[src/rtl/axi4_lite_pkg.sv]
// Shared AXI4-Lite definitions: response codes and master FSM state encoding.
package axi4_lite_pkg;

    typedef enum logic [1:0] {
        RespOkay   = 2'b00,
        RespExokay = 2'b01,
        RespSlverr = 2'b10,
        RespDecerr = 2'b11
    } axi_resp_e;

    // Plain vector type so the encoding stays compatible with older tools.
    typedef logic [2:0] mst_state_t;

    localparam mst_state_t StIdle      = 3'd0;
    localparam mst_state_t StWaddrData = 3'd1;
    localparam mst_state_t StWresp     = 3'd2;
    localparam mst_state_t StRaddr     = 3'd3;
    localparam mst_state_t StRdata     = 3'd4;
    localparam mst_state_t StDone      = 3'd5;

endpackage

[src/rtl/axi4_lite_master.sv]
// AXI4-Lite master: turns one local command into one AXI transaction and
// returns a single completion. Only one transaction is outstanding at a time.
module axi4_lite_master
    import axi4_lite_pkg::*;
#(
    parameter int unsigned ADDRESS    = 32,
    parameter int unsigned DATA_WIDTH = 32
) (
    input  logic                      ACLK,
    input  logic                      ARESETN,

    input  logic                      CMD_VALID,
    output logic                      CMD_READY,
    input  logic                      CMD_WRITE,
    input  logic [ADDRESS-1:0]        CMD_ADDR,
    input  logic [DATA_WIDTH-1:0]     CMD_WDATA,
    input  logic [DATA_WIDTH/8-1:0]   CMD_WSTRB,

    output logic                      RSP_VALID,
    input  logic                      RSP_READY,
    output logic [DATA_WIDTH-1:0]     RSP_RDATA,
    output logic [1:0]                RSP_RESP,

    output logic [ADDRESS-1:0]        M_AWADDR,
    output logic                      M_AWVALID,
    input  logic                      M_AWREADY,

    output logic [DATA_WIDTH-1:0]     M_WDATA,
    output logic [DATA_WIDTH/8-1:0]   M_WSTRB,
    output logic                      M_WVALID,
    input  logic                      M_WREADY,

    input  logic [1:0]                M_BRESP,
    input  logic                      M_BVALID,
    output logic                      M_BREADY,

    output logic [ADDRESS-1:0]        M_ARADDR,
    output logic                      M_ARVALID,
    input  logic                      M_ARREADY,

    input  logic [DATA_WIDTH-1:0]     M_RDATA,
    input  logic [1:0]                M_RRESP,
    input  logic                      M_RVALID,
    output logic                      M_RREADY
);

    mst_state_t              state_q, state_d;
    logic [ADDRESS-1:0]      addr_q, addr_d;
    logic [DATA_WIDTH-1:0]   wdata_q, wdata_d;
    logic [DATA_WIDTH/8-1:0] wstrb_q, wstrb_d;
    logic                    awvalid_q, awvalid_d;
    logic                    wvalid_q, wvalid_d;
    logic                    arvalid_q, arvalid_d;
    logic [DATA_WIDTH-1:0]   rsp_rdata_q, rsp_rdata_d;
    axi_resp_e               rsp_resp_q, rsp_resp_d;

    // Next-state, command capture and VALID sequencing.
    always_comb begin
        state_d     = state_q;
        addr_d      = addr_q;
        wdata_d     = wdata_q;
        wstrb_d     = wstrb_q;
        awvalid_d   = awvalid_q;
        wvalid_d    = wvalid_q;
        arvalid_d   = arvalid_q;
        rsp_rdata_d = rsp_rdata_q;
        rsp_resp_d  = rsp_resp_q;

        case (state_q)
            StIdle: begin
                if (CMD_VALID) begin
                    addr_d  = CMD_ADDR;
                    wdata_d = CMD_WDATA;
                    wstrb_d = CMD_WSTRB;
                    if (CMD_WRITE) begin
                        awvalid_d = 1'b1;
                        wvalid_d  = 1'b1;
                        state_d   = StWaddrData;
                    end else begin
                        arvalid_d = 1'b1;
                        state_d   = StRaddr;
                    end
                end
            end
            StWaddrData: begin
                // AW and W retire independently; READY on an already-retired
                // channel only clears a flag that is already low.
                if (M_AWREADY) begin
                    awvalid_d = 1'b0;
                end
                if (M_WREADY) begin
                    wvalid_d = 1'b0;
                end
                if (!awvalid_d && !wvalid_d) begin
                    state_d = StWresp;
                end
            end
            StWresp: begin
                if (M_BVALID) begin
                    rsp_resp_d  = axi_resp_e'(M_BRESP);
                    rsp_rdata_d = '0;
                    state_d     = StDone;
                end
            end
            StRaddr: begin
                if (M_ARREADY) begin
                    arvalid_d = 1'b0;
                    state_d   = StRdata;
                end
            end
            StRdata: begin
                if (M_RVALID) begin
                    rsp_resp_d  = axi_resp_e'(M_RRESP);
                    rsp_rdata_d = M_RDATA;
                    state_d     = StDone;
                end
            end
            StDone: begin
                if (RSP_READY) begin
                    state_d = StIdle;
                end
            end
            default: begin
                state_d = StIdle;
            end
        endcase
    end

    // State registers with synchronous active-low reset.
    always_ff @(posedge ACLK) begin
        if (!ARESETN) begin
            state_q     <= StIdle;
            addr_q      <= '0;
            wdata_q     <= '0;
            wstrb_q     <= '0;
            awvalid_q   <= 1'b0;
            wvalid_q    <= 1'b0;
            arvalid_q   <= 1'b0;
            rsp_rdata_q <= '0;
            rsp_resp_q  <= RespOkay;
        end else begin
            state_q     <= state_d;
            addr_q      <= addr_d;
            wdata_q     <= wdata_d;
            wstrb_q     <= wstrb_d;
            awvalid_q   <= awvalid_d;
            wvalid_q    <= wvalid_d;
            arvalid_q   <= arvalid_d;
            rsp_rdata_q <= rsp_rdata_d;
            rsp_resp_q  <= rsp_resp_d;
        end
    end

    // CMD_READY is gated by reset so it reads 0 while ARESETN is held low
    // and 1 in the very first cycle after release.
    assign CMD_READY = ARESETN && (state_q == StIdle);
    assign RSP_VALID = (state_q == StDone);
    assign RSP_RDATA = rsp_rdata_q;
    assign RSP_RESP  = rsp_resp_q;

    assign M_AWADDR  = addr_q;
    assign M_AWVALID = awvalid_q;
    assign M_WDATA   = wdata_q;
    assign M_WSTRB   = wstrb_q;
    assign M_WVALID  = wvalid_q;
    assign M_BREADY  = (state_q == StWresp);
    assign M_ARADDR  = addr_q;
    assign M_ARVALID = arvalid_q;
    assign M_RREADY  = (state_q == StRdata);

endmodule

[config.mk]
export PLATFORM = sky130hd
export DESIGN_NAME = axi4_lite_master
export DESIGN_NICKNAME = d
export VERILOG_FILES = /design/src/rtl/axi4_lite_pkg.sv /design/src/rtl/axi4_lite_master.sv
export SDC_FILE = /design/constraint.sdc
export NUM_CORES = 1
export LEC_CHECK = 0
export CORE_AREA = 5 5 99 101
export CTS_CLUSTER_SIZE = 40
export DETAILED_ROUTE_END_ITERATION = 6
export DIE_AREA = 0 0 104 106
export DONT_BUFFER_PORTS = 1
export HOLD_SLACK_MARGIN = 0.05
export PLACE_DENSITY = 0.7
export SLEW_MARGIN = 20
export SYNTH_ARGS = -nofsm -noshare
export SYNTH_HDL_FRONTEND = slang
export SYNTH_SLANG_ARGS = --single-unit
export TNS_END_PERCENT = 1
[constraint.sdc]
create_clock -name ACLK -period 1.9 [get_ports ACLK]
set_input_delay 0.475 -clock ACLK [delete_from_list [all_inputs] [get_ports ACLK]]
set_output_delay 0.475 -clock ACLK [all_outputs]
set_load 0.02 [all_outputs]
* Word-level counts from Yosys, hierarchy flattened *
Index checks and enable logic that the tools add are counted.

word-level totals
  bits in registers = 108
  latch bits = 0
  memory bits (writable) = 0
  bits in read-only memories = 0
  output and inout bits = 141
  logic and storage cells = 61
  memories kept = 0

operators by class
  $add $sub $neg = 0
  multiply operators = 0
  divide/modulo/power cells = 0
  magnitude comparators = 0
  equality and inequality tests = 13
  shifts and indexed selects = 0
  multiplexer cells = 26
  bitwise logic cells = 0
  reduce and logical (&&, ||, !) cells = 13

operators with widths
  cell                  count
  $mux W32              2
  $pmux W32 S2          1
  $mux W3               6
  $pmux W3 S6           1
  $ne A2 B2 Y1 const B  7
  $mux W1               9
  $eq A3 B2 Y1 const B  2
  $eq A3 B3 Y1 const B  2
  $mux W2               3
  $pmux W1 S2           3
  $reduce_and A3 Y1     2
  $reduce_and A6 Y1     1
  $reduce_bool A2 Y1    3
  $pmux W2 S2           1
  $reduce_and A4 Y1     1
  $eq A3 B1 Y1 const B  1
  $logic_not A3 Y1      1
  $logic_and A1 B1 Y1   2
  $logic_not A1 Y1      2
  $ne A2 B1 Y1 const B  1
  $reduce_and A2 Y1     1

* Logic depth before layout (Yosys ltp) *
Gate-level depths: netlist of the first run.

  word-level depth = 6
  mapped depth = 7
  depth with buffers taken out = 4

* Worst setup path before layout of the first run *
Ideal clock, no wire load.

  path type = reg-to-output
  from = reg state_q[2]
  to = out M_RREADY
  data arrival time = 1.147 ns
  path slack = 0.278 ns
  stages on the path, launching flop included = 5
  cells stage by stage = dfxtp_1 -> nor2b_1 -> nor2b_1 -> buf_2 -> buf_2

on the way
  word-level cells in the longest chain between the ends = 1

ends and longest elaborated chain
  what                      RTL line                 text
  start: declaration        axi4_lite_master.sv:47   mst_state_t state_q, state_d;
  start signal: assignment  axi4_lite_master.sv:132  state_q <= StIdle;
  start signal: assignment  axi4_lite_master.sv:142  state_q <= state_d;
  $eq A3 B3 Y1              axi4_lite_master.sv:169  assign M_RREADY = (state_q == StRdata);
  end: declaration          axi4_lite_master.sv:44   output logic M_RREADY

Every way passes these cells.

* Final worst setup path of the first run *
Ends and elaborated chain as after synthesis.

==> results of run 1 <==
## sequential cells by signal (all words and copies together), names as in the netlist
signal / count
RSP_RDATA: 32
state_q: 3
M_WSTRB: 4
M_ARVALID: 1
RSP_RESP: 2
M_ARADDR: 32
M_WDATA: 32
M_WVALID: 1
M_AWVALID: 1
## metal layers
metal	vias up	global-route usage, %	share of wire (%)
met5	-	0	0
met4	0	5.92	0.91
met3	9	6.98	10
met2	158	30.7	51
met1	1500	19.2	37
li1	1626	-	-
## what timing repair did
action / 4_1_cts / 5_1_grt
setup buffers: 0 / 1
pin swaps: 0 / 0
resized for setup: 3 / 2
cloned: 1 / 0
endpoints found under the setup margin: 1 / 3
endpoints found under the hold margin: 0 / 0
## critical path, delay by kind of cell (launching register included)
family	cells	cell delay (ns)
and+or+nand+nor	2	0.39
DFF	1	0.40
buffers and inverters	1	0.17
## placed cells by master (no fill, tap or decap), drive strengths merged
cell type,count
dfxtp,108
bufbuf,1
or4b,1
o31ai,1
inv,6
nand2b,2
clkbuf,11
nand4b,1
buf,16
nand3b,2
a311oi,1
nand2,177
nand3,32
a211oi,2
nor4b,1
nor2,2
a21o,1
clkinv,2
a2bb2oi,1
nor3b,2
nor2b,5
nor3,2
a21oi,106
o21ai,3
o311ai,1
or3,1
a31oi,1
bufinv,1
and2,1
mux2i,4
## through the flow
step	hold WS [ns]	utilization, %	cell area (µm²)
after CTS	0.183	49.0	4380
after global routing	0.197	49.1	4390
final	0.217	49.1	4390
after detailed placement	0.540	46.2	4130
after floorplan	0.529	-	4270
after global placement	0.542	46.2	4130
## synthesized netlist by cell type (all sizes together)
| library cell | n | share of area, % |
|---|---|---|
| o21ai | 3 | 0.35 |
| nand4b | 1 | 0.21 |
| dfxtp | 108 | 51 |
| clkbuf | 25 | 2.2 |
| nor3b | 2 | 0.35 |
| or4b | 1 | 0.23 |
| nor3 | 2 | 0.23 |
| nor4b | 1 | 0.56 |
| a2bb2oi | 1 | 0.21 |
| inv | 3 | 0.26 |
| a211oi | 2 | 0.35 |
| nand2 | 177 | 16 |
| mux2i | 4 | 0.94 |
| a31oi | 1 | 0.15 |
| o31ai | 1 | 0.18 |
| nand3b | 2 | 0.44 |
| o311ai | 1 | 0.21 |
| and2 | 1 | 0.15 |
| nand2b | 2 | 0.29 |
| a21oi | 106 | 13 |
| a311oi | 1 | 0.21 |
| nor2 | 2 | 0.18 |
| a21o | 1 | 0.18 |
| clkinv | 1 | 0.088 |
| or3 | 1 | 0.15 |
| buf | 47 | 8.5 |
| nor2b | 5 | 0.73 |
| nand3 | 32 | 3.8 |
## logic make-up (layout without fill, tap and decap cells)
group           Yosys count  count (layout)
simple gates            229             229
flops                   108             108
mux                       4               4
compound gates          117             117
buf+inv                  76              37
## final cells by class
type,count,share of cell area (%)
Timing Repair Buffer,17,4.90
Inverter,4,0.342
Clock inverter,5,1.54
Clock buffer,11,3.22
Sequential cell,108,49.4
Multi-Input combinational cell,350,37.5
Tap cell,111,3.16
## worst paths after layout
check	end	slack, ns	cells past startpoint
worst max-delay path	M_RREADY	0.09	3
worst min-delay path	M_ARVALID	0.22	1
worst max register to register	M_WDATA[3]	0.24	4
worst min register to register	state_q[2]	0.50	1
## report_power, final
group	leakage, µW	switching (µW)	total [µW]	internal, µW
clock	0.000106	773	1440	666
combinational	0.000540	1050	1720	670
sequential	0.000881	907	3540	2630
==> reports/summary.txt, run 1 <==
Status: completed
Clock tree sinks: 108
Critical Path AT: 1.33 ns
Hpwl dp: 7300 µm
WL/cell: 16.8 µm
Synthesis-stage register bit count: 108
Final Instance Count excl. Fillers: 606
Min Tclk post-route: 1.81 ns
Required @ worst endpoint: 1.42 ns
Detail Route Antenna Nets: 0
Die Y: 106 µm
Nets: 604
Final setup vio count: 0
Dpl cells: 588
Crit. Startpoint: state_q[2]
Setup Skew: 0.0121 ns
FF-to-FF Start: state_q[2]
Crit path kind: reg2out
Num rows: 35
Synth Area in XOR/XNOR: 0%
Leak: 0.00153 µW
Setup TNS Final: 0 ns
Fin crit share: 95.1%
Vias in the first global route: 3217
Hold_buf cts: 0
Pins Over Slew Limit: 0
Vias: 3293
Largest fanout on the critical path: 18
Setup ws final: 0.0933 ns
CTS buffer count: 9
Slowest stage cell, crit path: dfxtp_4
Routability cong.: 0.749
Io pins: 255
Place WS: 0.237 ns
CTS max path bufs: 2
Clock Tree Root: clkbuf_8
Largest family of logic cells by synthesized area: simple AND/OR/NAND/NOR gates
Largest net degree at the start of global routing: 63
Iteration count of the initial detailed-routing pass: 4
Mux cell area share after synthesis: 0.938%
Hold Path Class: in2reg
Via/cell ratio: 5.43
Distinct cells, synth: 32
Ant diodes: 0
Iteration-0 DRC Markers: 179
Max-cap viol count: 0
Initial antenna violation count: 0
Hold_sp: M_ARREADY
Fmax: 554 MHz
Clock transition at path regs: 0.10 ns
Synthesis Warnings: 0
Multi-input logic area: 0.00164 mm²
Final Hold Vio Count: 0
Gr usage total: 17.5%
Synth Area in Simple Gates: 22.8%
H-tree levels: 3
Crit-path cells: nor2b_2 -> nor2b_4 -> buf_12
Area delta synth->final: 2.81%
DRC: 0
Initial core utilization: 47.8%
Worst Setup End Kind: output port
Power, Total: 6700 µW
Synth Area in Compound Gates: 14.5%
Clk Latency, worst-skew pair: 0.36 ns
Core Box Area: 0.00893 mm²
Slew Limit Headroom: 61.9%
Syn Nets: 648
Max incr delay on CP: 0.40 ns
Share of layout cells above drive strength 1: 8.28%
Seq/Total Area, Yosys: 50.6%
Fill cell count: 886
Gr ovfl total: 0
Die Footprint: 0.0110 mm²
Die Width: 104 µm
CTS tree: done
RSZ-0062 raised after global routing: false
PwrDens: 1530 mW/mm²
IO Port Bufs: 0
Routed wire length: 10200 µm
Cell count after synthesis: 534
Maximum VDD drop: 619 µV
Nature of the critical path startpoint: flip-flop
Worst Tran Pin Value: 0.572 ns
Synthesized area per cell: 7.99 µm²
First-pass GRT wire length: 15900 µm
Post-Syn Area: 0.00427 mm²
Adder-Cell Fraction of Synth Area: 0%
Reg area: 0.00217 mm²
Note: power is estimated with default switching activity, not from simulation.
==> inputs of run 2 (changes only) <==
- CTS_CLUSTER_DIAMETER: unset -> 60
- clock period: 1.9 -> 2.35 ns (I/O delays scaled with it)
==> run 2 against run 1 <==
Clock power shrank 20%; setup slack gained 0.080 ns; sequential share of layout area increased by 1.0 points; flip-flop and latch count did not move; first-iteration DRC count rose by 11%; cell area decreased by 2.3%; largest power group unchanged; die area did not move; critical path type unchanged; combinational power is 26% lower; sequential power is 19% lower.
==> reports/summary.txt, run 2 (same netlist as run 1, synthesis figures left out) <==
DRC: 0
Status: completed
Hpwl dp: 7240 µm
Worst Tran Pin Value: 0.548 ns
IO Port Bufs: 0
Io pins: 255
Commonest non-fill, non-tap cell in the layout: nand2_1
Critical Path AT: 1.59 ns
Routed wire length: 10000 µm
Fin crit share: 92.6%
Nets: 599
Setup TNS Final: 0 ns
H-tree levels: 3
Share of layout cells above drive strength 1: 7.14%
Die Y: 106 µm
Hold Path Class: in2reg
R2R depth: 4
Leak: 0.00148 µW
Area delta synth->final: 0.498%
FF-to-FF End: M_ARADDR[8]
Worst Setup End Kind: output port
PwrDens: 1230 mW/mm²
Largest fanout on the critical path: 35
Max-cap viol count: 0
Vias: 3304
Crit path kind: reg2out
Iteration count of the initial detailed-routing pass: 4
Place WS: 0.416 ns
Clk Latency, worst-skew pair: 0.35 ns
Nature of the critical path startpoint: flip-flop
Slew Limit Headroom: 63.5%
Clock Tree Root: clkbuf_8
First-pass GRT wire length: 16100 µm
CTS tree: done
Fmax: 459 MHz
Core Box Area: 0.00893 mm²
Vias in the first global route: 3148
Reg2reg setup slack: 0.53 ns
Initial antenna violation count: 0
Setup ws final: 0.173 ns
Largest net degree at the start of global routing: 71
CTS buffer count: 9
Initial core utilization: 47.8%
Most frequent cells in the layout: 177 x nand2_1, 108 x dfxtp_1, 105 x a21oi_1
Post-CTS setup buffers: 0
Clock transition at path regs: 0.09 ns
Min Tclk post-route: 2.18 ns
CTS max path bufs: 2
Setup Skew: 0.0144 ns
Routability cong.: 0.753
Hold_buf cts: 0
Met1 wire length: 3790 µm
Final setup vio count: 0
Gr ovfl total: 0
Final Hold Vio Count: 0
Setup crit end: M_RREADY
RSZ-0062 raised after global routing: false
WL/cell: 16.7 µm
Die Footprint: 0.0110 mm²
Die Width: 104 µm
CTS-repair resized insts: 0
Met3 wire len: 1050 µm
DR WL met2: 5080 µm
FF-to-FF Start: state_q[1]
Clock tree sinks: 108
Gr usage total: 17.5%
Crit. Startpoint: state_q[2]
Ant diodes: 0
Hold Slack: 0.347 ns
Pins Over Slew Limit: 0
Via/cell ratio: 5.50
Required @ worst endpoint: 1.76 ns
Iteration-0 DRC Markers: 199
Power, Total: 5280 µW
Num rows: 35
Maximum VDD drop: 544 µV
Detail Route Antenna Nets: 0
Top sig layer: met4
run 2: area by class of cell:
| class | instances | area [µm²] |
|---|---|---|
| multi-input combinational | 350 | 1640 |
| clock inverter | 6 | 70.1 |
| tap | 111 | 139 |
| fill | 893 | 4640 |
| inverter | 4 | 15.0 |
| clock buffer | 10 | 138 |
| timing repair buffer | 12 | 128 |
| sequential | 108 | 2160 |
run 2: worst min-delay path by stage:
stage / from / endpoint / slack, ns / cells after the start
CTS: M_ARREADY / M_ARVALID / 0.32 / 1
global placement: RSP_RDATA[0] / RSP_RDATA[0] / 0.54 / 2
detailed placement: RSP_RDATA[1] / RSP_RDATA[1] / 0.55 / 2
global route: CMD_ADDR[24] / M_ARADDR[24] / 0.32 / 2
floorplan: RSP_RDATA[0] / RSP_RDATA[0] / 0.53 / 2
finish: M_ARREADY / M_ARVALID / 0.35 / 1
run 2: metrics by stage:
stage	cell area (µm²)	utilization (%)	std cells
global placement	4070	45.5	585
finish	4290	48.0	601
global route	4290	48.0	601
CTS	4280	47.9	601
floorplan	4270	-	534
detailed placement	4070	45.5	585
run 2: layer usage:
| layer | global-route usage [%] | vias to the layer above |
|---|---|---|
| met2 | 29.2 | 161 |
| met4 | 5.09 | 0 |
| met3 | 7.77 | 12 |
| li1 | - | 1621 |
| met5 | 0 | - |
| met1 | 20.3 | 1510 |
run 2: critical path, cell delays in order, from the launching register on:
cell and delay (ns):
dfxtp_1 0.41, buf_4 0.21, nor2b_2 0.19, nor2b_2 0.20, buf_12 0.21
run 2: power by group:
group	total [µW]	switching [µW]	leakage (µW)	internal, µW
sequential	2850	726	0.000880	2120
combinational	1280	838	0.000494	441
clock	1150	618	0.000107	532
total	5280	2180	0.00148	3100
==> inputs of run 3 (changes only) <==
- CORE_AREA: 5 5 99 101 -> 5 5 126 128
- CTS_CLUSTER_DIAMETER: 60 -> 40
- DIE_AREA: 0 0 104 106 -> 0 0 131 133
- PLACE_DENSITY: 0.7 -> 0.49
==> run 3 against run 2 <==
Count of clock-buffer cells in the layout increased by 1; register-to-register slack lost 0.09 ns; clock skew is 0.0037 ns lower; routed wire length up 10%; critical path type unchanged.
==> reports/summary.txt, run 3 (same netlist as run 1, synthesis figures left out) <==
Hpwl dp: 7830 µm
Total placed instance area: 0.00419 mm²
Combined buffer and inverter count along the critical path: 1
Vias: 3306
Most frequent cells in the layout: 177 x nand2_1, 108 x dfxtp_1, 105 x a21oi_1
Nets: 599
CTS-repair resized insts: 0
Min Tclk post-route: 2.13 ns
Worst Tran Pin Value: 0.694 ns
Setup TNS Final: 0 ns
Critical Path AT: 1.54 ns
Reg2reg setup slack: 0.44 ns
Gr usage total: 12.0%
Maximum VDD drop: 416 µV
WL/cell: 16.3 µm
Max-cap viol count: 0
CTS buffer count: 9
Fin crit share: 90.6%
Crit path kind: reg2out
Pins Over Slew Limit: 0
Final setup vio count: 0
Setup Skew: 0.0107 ns
PwrDens: 1270 mW/mm²
H-tree levels: 3
Largest net degree at the start of global routing: 106
Io pins: 255
Clock transition at path regs: 0.07 ns
Slew Limit Headroom: 53.8%
CTS max path bufs: 2
Core Box Area: 0.0148 mm²
Final Hold Vio Count: 0
Gr ovfl total: 0
Hold_buf cts: 0
Share of layout cells above drive strength 1: 6.94%
Iteration-0 DRC Markers: 164
Fmax: 470 MHz
Initial antenna violation count: 0
Largest fanout on the critical path: 35
Required @ worst endpoint: 1.76 ns
Place WS: 0.416 ns
Kind of cell adding the most delay to the critical path: flip-flops
DRC: 0
Routability cong.: 0.721
CTS tree: done
Num rows: 45
Routed wire length: 11000 µm
Initial core utilization: 28.9%
First-pass GRT wire length: 16600 µm
Clk Latency, worst-skew pair: 0.35 ns
Nature of the critical path startpoint: flip-flop
Cell area after layout: 0.00450 mm²
Status: completed
Via/cell ratio: 4.88
Ant diodes: 0
Clock tree sinks: 108
RSZ-0062 raised after global routing: false
Leak: 0.00153 µW
Worst Setup End Kind: output port
Die Y: 133 µm
Power, Total: 5730 µW
Clock Tree Root: clkbuf_16
Commonest non-fill, non-tap cell in the layout: nand2_1
Iteration count of the initial detailed-routing pass: 7
Slowest stage cell, crit path: dfxtp_1
Post-CTS setup buffers: 0
Detail Route Antenna Nets: 0
Vias in the first global route: 3122
IO Port Bufs: 0
Max incr delay on CP: 0.65 ns
Hold Path Class: in2reg
Setup ws final: 0.222 ns
Area delta synth->final: 5.48%
Crit-path cells: nor2b_1 -> nor2b_2 -> buf_12
Die Width: 131 µm
Fill cell count: 1580
Die Footprint: 0.0174 mm²
## run 3: cell types whose count changed in the layout (fill, tap and decap cells not counted)
| cell | before | now |
|---|---|---|
| inv_6 | 2 | 0 |
| buf_4 | 9 | 8 |
| clkbuf_16 | 0 | 9 |
| clkinv_2 | 1 | 2 |
| inv_2 | 1 | 0 |
| buf_12 | 3 | 4 |
| nor2b_2 | 2 | 1 |
| clkbuf_8 | 10 | 2 |
| clkinvlp_4 | 0 | 1 |
| nor2b_1 | 3 | 4 |
## run 3: final timing paths
| path | end | cells past startpoint | start |
|---|---|---|---|
| max | M_RREADY | 3 | state_q[1] |
| min | M_ARVALID | 1 | M_ARREADY |
| max reg2reg | M_ARADDR[29] | 4 | state_q[1] |
| min reg2reg | M_WDATA[2] | 2 | M_WDATA[2] |
## run 3: final cells by class
| type | count | area, µm² | area share, % |
|---|---|---|---|
| flip-flops and latches | 108 | 2160 | 48.0 |
| clock buffers | 11 | 253 | 5.61 |
| clock inverters | 5 | 60.1 | 1.33 |
| repair buffers | 12 | 140 | 3.11 |
| inverters | 4 | 16.3 | 0.361 |
| multi-input cells | 350 | 1640 | 36.3 |
| well taps | 188 | 235 | 5.22 |
## run 3: routing by layer
| metal | track usage (%) | wire length [µm] |
|---|---|---|
| met1 | 13.4 | 4170 |
| met2 | 19.6 | 5340 |
| met3 | 6.34 | 1390 |
| met4 | 3.43 | 148 |
| met5 | 0 | 0 |
## run 3: power breakdown
| part | leakage [µW] | internal (µW) | switching (µW) | total [µW] |
|---|---|---|---|---|
| combinational | 0.000496 | 450 | 831 | 1280 |
| clock | 0.000152 | 887 | 687 | 1570 |
| sequential | 0.000880 | 2130 | 747 | 2870 |
## run 3: through the flow
| step | hold WS (ns) | util [%] | cells |
|---|---|---|---|
| 6_report | 0.352 | 30.5 | 678 |
| 3_5_place_dp | 0.548 | 28.4 | 662 |
| 5_1_grt | 0.338 | 30.5 | 678 |
| 3_3_place_gp | 0.546 | 28.4 | 662 |
| 4_1_cts | 0.332 | 30.5 | 678 |
| 2_1_floorplan | 0.529 | - | 534 |
